<file path="src/rtl/div_unit_if.sv">
// Request/response handshake between issue/writeback and the divide unit.
interface div_unit_if;
  logic        valid_i;
  logic        ready_o;
  logic [31:0] a_i;
  logic [31:0] b_i;
  logic [1:0]  op_i;
  logic        kill_i;
  logic        valid_o;
  logic        ready_i;
  logic [31:0] result_o;
  logic        busy_o;

  modport master (
    output valid_i, a_i, b_i, op_i, kill_i, ready_i,
    input  ready_o, valid_o, result_o, busy_o
  );

  modport slave (
    input  valid_i, a_i, b_i, op_i, kill_i, ready_i,
    output ready_o, valid_o, result_o, busy_o
  );
endinterface

</file>
<file path="src/rtl/div_unit.sv">
// Multi-cycle RV32M DIV/DIVU/REM/REMU unit: radix-2 restoring division on
// operand magnitudes, sign fixup on the final step, valid/ready result port.
module div_unit #(
  parameter bit EARLY_OUT = 1'b1
) (
  input logic       clk_i,
  input logic       rst_i,
  div_unit_if.slave bus
);

  typedef enum logic [1:0] {IDLE, CALC, DONE} state_t;

  state_t      state;
  logic [4:0]  cnt;
  logic [31:0] rem;
  logic [31:0] dq;        // dividend bits shift out the top, quotient bits in at the bottom
  logic [31:0] dvs;
  logic [31:0] spec_res;
  logic        spec;
  logic        op_rem;
  logic        neg_q;
  logic        neg_r;

  logic        is_signed;
  logic        a_neg;
  logic        b_neg;
  logic [31:0] a_abs;
  logic [31:0] b_abs;
  logic        in_spec;
  logic [31:0] in_spec_res;
  logic [32:0] trial;
  logic [31:0] rem_nx;
  logic [31:0] q_nx;
  logic [31:0] fin;

  always_comb begin
    is_signed   = ~bus.op_i[0];
    a_neg       = is_signed & bus.a_i[31];
    b_neg       = is_signed & bus.b_i[31];
    a_abs       = a_neg ? (32'd0 - bus.a_i) : bus.a_i;
    b_abs       = b_neg ? (32'd0 - bus.b_i) : bus.b_i;
    in_spec     = (bus.b_i == '0) |
                  (is_signed & (bus.a_i == 32'h8000_0000) & (bus.b_i == '1));
    if (bus.b_i == '0)
      in_spec_res = bus.op_i[1] ? bus.a_i : '1;
    else
      in_spec_res = bus.op_i[1] ? '0 : 32'h8000_0000;

    // Remainder stays below the divisor, so a non-borrowing difference fits 32 bits.
    trial  = {rem, dq[31]} - {1'b0, dvs};
    rem_nx = trial[32] ? {rem[30:0], dq[31]} : trial[31:0];
    q_nx   = {dq[30:0], ~trial[32]};

    if (spec)
      fin = spec_res;
    else if (op_rem)
      fin = neg_r ? (32'd0 - rem_nx) : rem_nx;
    else
      fin = neg_q ? (32'd0 - q_nx) : q_nx;
  end

  always_ff @(posedge clk_i) begin
    if (rst_i) begin
      state        <= IDLE;
      bus.valid_o  <= 1'b0;
      bus.result_o <= '0;
      bus.busy_o   <= 1'b0;
      bus.ready_o  <= 1'b1;
      cnt          <= '0;
      rem          <= '0;
      dq           <= '0;
      dvs          <= '0;
      spec_res     <= '0;
      spec         <= 1'b0;
      op_rem       <= 1'b0;
      neg_q        <= 1'b0;
      neg_r        <= 1'b0;
    end else if (bus.kill_i) begin
      state       <= IDLE;
      bus.valid_o <= 1'b0;
      bus.busy_o  <= 1'b0;
      bus.ready_o <= 1'b1;
    end else begin
      unique case (state)
        IDLE: begin
          if (bus.valid_i && bus.ready_o) begin
            op_rem      <= bus.op_i[1];
            neg_q       <= a_neg ^ b_neg;
            neg_r       <= a_neg;
            spec        <= in_spec;
            spec_res    <= in_spec_res;
            rem         <= '0;
            dq          <= a_abs;
            dvs         <= b_abs;
            cnt         <= 5'd31;
            bus.ready_o <= 1'b0;
            bus.busy_o  <= 1'b1;
            if (EARLY_OUT && in_spec) begin
              state        <= DONE;
              bus.valid_o  <= 1'b1;
              bus.result_o <= in_spec_res;
            end else begin
              state <= CALC;
            end
          end
        end
        CALC: begin
          rem <= rem_nx;
          dq  <= q_nx;
          cnt <= cnt - 5'd1;
          if (cnt == '0) begin
            state        <= DONE;
            bus.valid_o  <= 1'b1;
            bus.result_o <= fin;
          end
        end
        DONE: begin
          if (bus.ready_i) begin
            state       <= IDLE;
            bus.valid_o <= 1'b0;
            bus.busy_o  <= 1'b0;
            bus.ready_o <= 1'b1;
          end
        end
        default: state <= IDLE;
      endcase
    end
  end

endmodule

</file>
<file path="src/flat_wrapper.sv">
// flat-port wrapper written by rule: the top's interface ports become plain ports
module div_unit_flat 
#(
  parameter bit EARLY_OUT = 1'b1
)
  (clk_i, rst_i, bus_valid_i, bus_a_i, bus_b_i, bus_op_i, bus_kill_i, bus_ready_i, bus_ready_o, bus_valid_o, bus_result_o, bus_busy_o);
  div_unit_if bus_i ();
  input logic clk_i;
  input logic rst_i;
  input wire logic [$bits(bus_i.valid_i)-1:0] bus_valid_i;
  input wire logic [$bits(bus_i.a_i)-1:0] bus_a_i;
  input wire logic [$bits(bus_i.b_i)-1:0] bus_b_i;
  input wire logic [$bits(bus_i.op_i)-1:0] bus_op_i;
  input wire logic [$bits(bus_i.kill_i)-1:0] bus_kill_i;
  input wire logic [$bits(bus_i.ready_i)-1:0] bus_ready_i;
  output wire logic [$bits(bus_i.ready_o)-1:0] bus_ready_o;
  output wire logic [$bits(bus_i.valid_o)-1:0] bus_valid_o;
  output wire logic [$bits(bus_i.result_o)-1:0] bus_result_o;
  output wire logic [$bits(bus_i.busy_o)-1:0] bus_busy_o;
  assign bus_i.valid_i = bus_valid_i;
  assign bus_i.a_i = bus_a_i;
  assign bus_i.b_i = bus_b_i;
  assign bus_i.op_i = bus_op_i;
  assign bus_i.kill_i = bus_kill_i;
  assign bus_i.ready_i = bus_ready_i;
  assign bus_ready_o = bus_i.ready_o;
  assign bus_valid_o = bus_i.valid_o;
  assign bus_result_o = bus_i.result_o;
  assign bus_busy_o = bus_i.busy_o;
  div_unit #(.EARLY_OUT(EARLY_OUT)) u_core (.clk_i(clk_i), .rst_i(rst_i), .bus(bus_i));
endmodule
</file>
<file path="config.mk">
export PLATFORM = sky130hd
export DESIGN_NAME = div_unit_flat
export DESIGN_NICKNAME = d
export VERILOG_FILES = /design/src/rtl/div_unit_if.sv /design/src/rtl/div_unit.sv /design/src/flat_wrapper.sv
export SDC_FILE = /design/constraint.sdc
export NUM_CORES = 1
export LEC_CHECK = 0
export ABC_CLOCK_PERIOD_IN_PS = 14450
export CORE_ASPECT_RATIO = 0.8
export CORE_MARGIN = 5
export CORE_UTILIZATION = 50
export CTS_CLUSTER_SIZE = 8
export DETAILED_ROUTE_END_ITERATION = 10
export GPL_TIMING_DRIVEN = 0
export PLACE_DENSITY = 0.7
export SYNTH_ARGS = -nofsm -noshare
export SYNTH_HDL_FRONTEND = slang
export SYNTH_SLANG_ARGS = --single-unit
export TNS_END_PERCENT = 10
</file>
<file path="constraint.sdc">
create_clock -name clk_i -period 14.45 [get_ports clk_i]
set_input_delay 3.6125 -clock clk_i [delete_from_list [all_inputs] [get_ports clk_i]]
set_output_delay 3.6125 -clock clk_i [all_outputs]
set_load 0.005 [all_outputs]
</file>
======== Word-level counts from Yosys, hierarchy flattened ========
Cells that the tools add are included.
operators by class
  bitwise logic cells ..................... 9
  reductions and logical operators ........ 14
  muxes and demuxes ....................... 35
  add/subtract/negate cells ............... 6
  eq/ne operators ......................... 8
operator list
  cell                                                                      number
  32-bit 2-to-1 mux                                                         15
  32-bit one-hot mux with 2 select lines                                    3
  1-bit by 32-bit subtractor with 32-bit output (first input constant)      4
  32-bit equality test (second input constant)                              2
  33-bit by 32-bit subtractor with 33-bit output                            1
  32-bit logical NOT                                                        1
  3-bit AND reduction                                                       4
  5-bit one-hot mux with 2 select lines                                     1
  5-bit AND reduction                                                       2
  2-bit 2-to-1 mux                                                          4
  1-bit 2-to-1 mux                                                          7
  2-bit by 1-bit inequality test with 1-bit output (second input constant)  3
  2-bit one-hot mux with 3 select lines                                     1
  5-bit logical NOT                                                         1
  5-bit 2-to-1 mux                                                          1
  5-bit by 1-bit subtractor with 5-bit output (second input constant)       1
  1-bit AND                                                                 4
  1-bit one-hot mux with 2 select lines                                     2
  2-bit nonzero test                                                        2
  1-bit NOT                                                                 3
  1-bit one-hot mux with 3 select lines                                     1
  3-bit nonzero test                                                        1
  2-bit by 1-bit equality test with 1-bit output (second input constant)    1
  2-bit equality test (second input constant)                               1
  other kinds (6)                                                           6
word-level totals
  bits in registers ....................... 174
  logic and storage cells ................. 86

======== Logic depth before layout (Yosys ltp) ========
  depth in word-level cells ............... 8
  mapped depth ............................ 26

======== Least setup slack after synthesis ========
No wires, ideal clock.
  kind .................................... input to register
  start ................................... input bus_b_i[0]
  end ..................................... register u_core.bus.result_o[30]
  arrival time ............................ 6575 ps
  required time ........................... 14330 ps
  setup time .............................. 120 ps
  setup slack ............................. 7756 ps
  cell stages on the path ................. 15
  path through ............................ inv_1 -> ha_1 -> or3b_2 -> or4b_1 -> or4b_1 -> buf_2 -> o21ai_2 -> or2_1 -> buf_4 -> mux2i_1 -> nor2_2 -> a211oi_1 -> nand2b_1 -> o22ai_1 -> nor3_1
between the ends
  longest elaborated chain between the ends .. 5
  elaborated cells on any way between the ends .. 10
RTL lines
  item                                                                                                    line                                            RTL
  start, declared                                                                                         flat_wrapper.sv:12                              input wire logic [$bits(bus_i.b_i)-1:0] bus_b_i;
  32-bit equality test or 32-bit logical NOT (tied branches)                                              div_unit.sv:43, div_unit.sv:42, div_unit.sv:44
  1-bit AND or 32-bit 2-to-1 mux (tied branches)                                                          div_unit.sv:43, div_unit.sv:44
  1-bit bitwise OR or 32-bit 2-to-1 mux (tied branches)                                                   div_unit.sv:42, div_unit.sv:98
  2-bit by 1-bit inequality test with 1-bit output (no source line) or 32-bit 2-to-1 mux (tied branches)  -
  5-bit AND reduction (no source line) or 32-bit one-hot mux with 2 select lines (tied branches)          -
  end signal, assigned                                                                                    div_unit.sv:101                                 bus.result_o <= in_spec_res;
  end signal, assigned                                                                                    div_unit.sv:114                                 bus.result_o <= fin;
  end, declared                                                                                           div_unit_if.sv:21                               output ready_o, valid_o, result_o, busy_o
Several ways; a longest one is shown, not always the timed one. The select of a mux whose other input is x is not followed.
A chain may end at the register's enable or synchronous reset.

======== Worst setup path after layout ========
  start ................................... input bus_a_i[25]
  end ..................................... register u_core.bus.result_o[9]
between the ends
  longest elaborated chain between the ends .. 6
RTL lines
  item                                                               line                RTL
  start, declared                                                    flat_wrapper.sv:11  input wire logic [$bits(bus_i.a_i)-1:0] bus_a_i;
  32-bit equality test                                               div_unit.sv:43      (is_signed & (bus.a_i == 32'h8000_0000) & (bus.b_i == '1));
  1-bit AND (2 in a row)                                             div_unit.sv:43
  1-bit bitwise OR                                                   div_unit.sv:42      in_spec = (bus.b_i == '0) |
  2-bit by 1-bit inequality test with 1-bit output (no source line)  -
  5-bit AND reduction (no source line)                               -
Every way passes these cells.

==> reports/results.ini <==
[outcome]
run_status=finished with violations
violations=capacitance limit, slew limit

[sta]
fin_crit_ps=7620
relSlewSlack=-0.00136
setup_viol_count_final=0
worstMarginPinSlew_ps=1490
grt_setup_unrepaired=no
hold_viol_final=0
fmax_ghz=0.131
finalWorstSetupSlack_ps=6830
min_period_over_period=0.527
slew_viol_final=1
finalSetupTns_ps=0
fin_skew_ps=11.7
finalHoldWorstSlack_ps=456

[die]
die_h_um=157
start_util=0.508
core-area_mm2=0.0264
dieArea_mm2=0.0302
ios=106
die_w_um=193
rows=53

[final_layout]
stdcell_area_mm2=0.0155
seq_area_mm2=0.00348
finalNonFillerCells=2387
fillers=2631
drive_gt1_frac=0.0449
multiInputGateArea_mm2=0.00916
area_growth_pct=15.4
nNetsFinal=2127

[detailed_routing]
routed_wl_um=59600
ant_nets=0
firstDrtPassIters=7
via_per_inst=6.54
post_drt_wl_per_cell_um=25.0
vias=15600
drt_iter0_markers=2329
drc=0

[power]
pwr_density_cell_mw_per_mm2=90.4
leakage_uw=0.00570
ir_drop_mv=0.0890

[job]
timing.max_cap.violations=1

[global_routing]
grt_usage=0.387
grt_overflow_total=0
grt_max_degree=17
grt_pass1_wl_um=88500
grt_antenna_before_repair=3
grt_pass1_vias=14100

[synthesis]
synth_common_cells=nor2_1 (287), nand2_1 (178), dfxtp_1 (174), a21oi_1 (172), o21ai_0 (102)
yosys-top-cells-area=dfxtp_1 (26%), nor2_1 (8.0%), a21oi_1 (6.4%)
yosysMostFrequentCell=nor2_1
synth_nets=2003
async_flop_share=0
synth_top_area_frac=0.260
syn_inst=1892
synth.cell_area_mm2=0.0134
ys_warn_count=0
synth.avg_cell_area_um2=7.09
ys_seq_area_frac=0.260
synth_cell_types=86
synth_top_flop_cell=dfxtp_1
synth_edf_count=0
synth_seq_cells=174
yosys.area.top_type=dfxtp_1

[clock_tree]
cts_sinks=174
cts_setup_buffers=0
htree_num_levels=4
cts-root-buf=clkbuf_16
ctsResizeCount=0
cts_tree=built
clk_pin_slew_worst_paths_ps=80
cts-buffers-inserted=17
clkLatencyLatePin_ps=450
clockBufferDepth=2
cts_hold_buf=0

[min_path]
hold_class=reg2reg

[critical_path]
cp.required_ps=14750
path_max_fanout=10
critical_path_class=in2reg
cp-end-kind=register
start_kind=input pin
arrival_ps=7920

[place]
placed_cells=2354
placed_area_mm2=0.0149
routabilityCongestion=1.03
io_buffers=105
place_ws_ps=6560
dp_hpwl_um=47500

## power by group
group          switching, µW  internal (µW)
Combinational            278            137
Sequential              18.6            498
Clock                    226            241
Total                    523            876
## logic make-up (layout without fill, tap and decap cells)
family,after synthesis,after routing,share of synthesized area
and+or+nand+nor,739,739,0.258
xor gates and xnor gates,129,129,0.0842
buffers and inverters,198,334,0.0583
other,0,2,0
DFF,174,174,0.260
adders and majority gates,40,40,0.0379
muxes,17,17,0.0133
AOI/OAI and AO/OA,595,595,0.289
## routing by layer
metal,part of all wire,vias to the layer above,GRT usage
li1,-,7100,-
met1,0.42,7419,0.562
met2,0.39,993,0.526
met3,0.17,87,0.174
met4,0.017,2,0.0819
met5,0.00022,-,0
## sequential cells by signal, indices dropped and copies added, names as in the netlist, 2 cells and up
register and cells:
u_core.spec_res 32, u_core.rem 32, u_core.cnt 5, u_core.dq 32, u_core.state 2, u_core.bus.result_o 32
u_core.dvs 32
## final cells by class
class | instances | share of cell area
Antenna cell | 2 | 0.000323
Multi-Input combinational cell | 1520 | 0.591
Inverter | 70 | 0.0170
Clock buffer | 18 | 0.0277
Timing Repair Buffer | 105 | 0.0679
Buffer | 128 | 0.0335
Sequential cell | 174 | 0.225
Clock inverter | 13 | 0.00840
Tap cell | 357 | 0.0289
## final timing paths
path,slack (ps),to,cells after the start,start
min,460,u_core.spec_res[21],2,u_core.spec_res[21]
max reg2reg,7890,u_core.bus.result_o[22],24,u_core.dvs[0]
min reg2reg,460,u_core.spec_res[21],2,u_core.spec_res[21]
max,6830,u_core.bus.result_o[9],10,bus_a_i[25]
## critical path: stages
cell             delay (ps)
clkdlybuf4s50_1         500
or4_1                   600
nor4_1                 1150
nand4_1                 380
nor3_1                  320
nor2_1                  190
clkbuf_1                330
clkbuf_1                370
a21oi_1                 300
o32ai_1                 150
## placed cells by master, fill, tap and decap left out, types with 22 or more instances in the layout
cell type        netlist  layout
nor2_1               287     287
nand2_1              178     178
dfxtp_1              174     174
a21oi_1              172     172
clkdlybuf4s50_1        0     105
o21ai_0              102     102
clkbuf_1              97      98
a211oi_1              90      90
inv_1                 68      68
xnor2_1               68      68
nor3_1                66      66
xor2_1                61      61
ha_1                  39      39
a22oi_1               30      30
o31ai_1               27      27
nand2b_1              25      25
nand3_1               24      24
nor4_1                23      23
nand4_1               22      22
o211ai_1              22      22
## stage by stage
stage,total power [µW],utilization
6_report,1400,0.587
5_1_grt,1450,0.586
4_1_cts,1380,0.586
3_5_place_dp,921,0.565
3_3_place_gp,918,0.565
2_1_floorplan,770,-
(Power assumes the default switching activity.)
==> edit (same flow settings) <==
Re-encode `state_t` (3 states) as one-hot, 3 bits wide.
--- a/src/rtl/div_unit.sv
+++ b/src/rtl/div_unit.sv
@@ -10,3 +10,3 @@
 
-  typedef enum logic [1:0] {IDLE, CALC, DONE} state_t;
+  typedef enum logic [2:0] {IDLE = 3'b001, CALC = 3'b010, DONE = 3'b100} state_t;
 
Function: no difference found for any inputs over 4 cycles, from zero or initial values and one cycle with rst_i high; so few cycles prove little.
==> edit against the unedited design <==
- count of clock-buffer cells in the layout grew 1
- routed wire length decreased by 4.7%
- non-clock buffer count fell by 3
- clock power rose by 1%
- worst setup slack lost 0.96 ns
- synthesized cell count fell by 2.2%
- largest cell class unchanged
- sequential cell count rose by 1
- total power is 1.9% lower
- critical path type unchanged
- area after synthesis down 1.4%
- sequential power barely moved
- global-route usage down 1.5 points
- final area shrank 1.2%
==> edit: results (changes against the unedited design) <==
| Metric | Value |
|---|---|
| Status | `completed` |
| Share of cells above drive strength 1 | `0.0398 (-0.00509)` |
| First-pass GRT wire length | `84400 um (-4.6%)` |
| Ranking of synthesized cells by area | `dfxtp_1, nor2_1, a21oi_1` |
| N_diodes | `0 (-2)` |
| CTS Root Cell | `clkbuf_16` |
| Total GRT Usage | `0.372 (-0.0152)` |
| DP Wirelength | `44800 um (-5.7%)` |
| Unique masters post-synth | `92 (+7.0%)` |
| Slowest stage delay, CP | `0.86 ns (-0.29 ns)` |
| Initial DRC count | `2102 (-9.7%)` |
| Mapped Cells | `1850 (-2.2%)` |
| CP arrival | `8.96 ns (+1.04 ns)` |
| # fillers | `2554 (-2.9%)` |
| Ys async rst share | `0 (unchanged)` |
| Worst clock skew | `0.0137 ns (+0.00200 ns)` |
| Setup bufs post-CTS | `0 (unchanged)` |
| Worst-Skew Late Latency | `0.46 ns` |
| First-pass iteration count of the detailed router | `7 (unchanged)` |
| Worst path slowest cell | `nor4_1` |
| Inserted Clock Buffers | `17 (unchanged)` |
| Routed len/inst | `24.2 um (-2.9%)` |
| Maximum vdd drop | `0.0961 mV (+8.1%)` |
| Critical-path maximum fanout | `10 (unchanged)` |
| Initial antenna violation count | `1 (-2)` |
| Via count of the first global-routing pass | `13700 (-2.5%)` |
| Drt total wl | `56800 um (-4.7%)` |
| Area leader, netlist | `dfxtp_1` |
| Vias | `15200 (-2.4%)` |
| IO Port Bufs | `104 (-0.95%)` |
| P_leak | `0.00544 uW (-4.7%)` |
| Int Pwr | `875 uW (-0.13%)` |
| Placer Congestion | `1.07 (+3.6%)` |
| Final nets | `2084 (-2.0%)` |
| Synth Net Count | `1961 (-2.1%)` |
| Most common library cells after synthesis | `nor2_1, a21oi_1, nand2_1` |
| Worst min path class | `reg2reg` |
| Largest net degree at the start of global routing | `17 (unchanged)` |
| Slew @ Worst Pin | `1.22 ns (-0.265 ns)` |
| Register area share after synthesis | `0.265 (+0.00524)` |
| Antenna-violating nets left | `0 (unchanged)` |
| H-tree depth | `4 (unchanged)` |
| Max Root-Sink Buffers | `2 (unchanged)` |
| Placed cell area | `14700 um^2 (-1.3%)` |
| Post-Place Cells | `2311 (-1.8%)` |
==> edit: cell types whose count changed after synthesis, moves of 9 or more <==
cell      change
o21ai_0      +19
a22oi_1       -9
a311oi_1      +9
inv_1        -12
nand3_1      +14
or2_2         -9
a21oi_1      +14
nor2_1       -31
a211oi_1     -22
xor2_1       -11
==> edit: per-layer routing <==
metal / vias up / track usage / part of all wire
met3: 126 / 0.111 / 0.14
met5: - / 0 / 0.00070
li1: 6908 / - / -
met1: 7168 / 0.555 / 0.44
met2: 1027 / 0.514 / 0.40
met4: 4 / 0.104 / 0.025
==> edit: worst min-delay path: cells and delay by family, from the launching register on <==
kind            cells  cell delay [ns]
compound gates      1             0.05
flops               1             0.31
simple gates        1             0.05
==> edit: power by group through the flow <==
stage / logic (uW) / registers, uW / clock network (uW)
floorplan: 232 / 522 / 0
global placement: 363 / 527 / 0
CTS: 368 / 516 / 471
global route: 407 / 519 / 489
detailed placement: 365 / 527 / 0
finish: 382 / 517 / 474
==> edit: layout make-up <==
class,count,area [um^2],share of cell area
inverters,58,220,0.0144
flip-flops and latches,175,3500,0.229
plain buffers,126,512,0.0335
repair buffers,104,1040,0.0681
well taps,357,447,0.0292
clock inverters,13,130,0.00851
multi-input cells,1491,8990,0.588
clock buffers,19,443,0.0290
==> edit: cell families after synthesis <==
family | synth area share
multiplexers | 0.0195
XOR/XNOR | 0.0834
buffers and inverters | 0.0553
AND/OR/NAND/NOR | 0.256
adder cells (fa/ha/maj) | 0.0384
flip-flops | 0.265
AO/OA/AOI/OAI | 0.282
==> edit: metrics by stage <==
step | power (uW) | setup WS, ns
after floorplan | 754 | 7.90
after global placement | 890 | 5.72
after detailed placement | 892 | 5.70
after CTS | 1350 | 6.09
after global routing | 1410 | 5.84
final | 1370 | 5.87
==> edit: worst paths after layout <==
check	from	endpoint	slack (ns)	depth (start not counted)
worst max-delay path	bus_b_i[8]	u_core.bus.result_o[10]$_SDFFE_PP0P_	5.87	13
worst min-delay path	u_core.spec_res[6]$_SDFFE_PP0P_	u_core.spec_res[6]$_SDFFE_PP0P_	0.46	2
worst max register to register	u_core.dvs[0]$_SDFFE_PP0P_	u_core.bus.result_o[26]$_SDFFE_PP0P_	7.04	22
worst min register to register	u_core.spec_res[6]$_SDFFE_PP0P_	u_core.spec_res[6]$_SDFFE_PP0P_	0.46	2
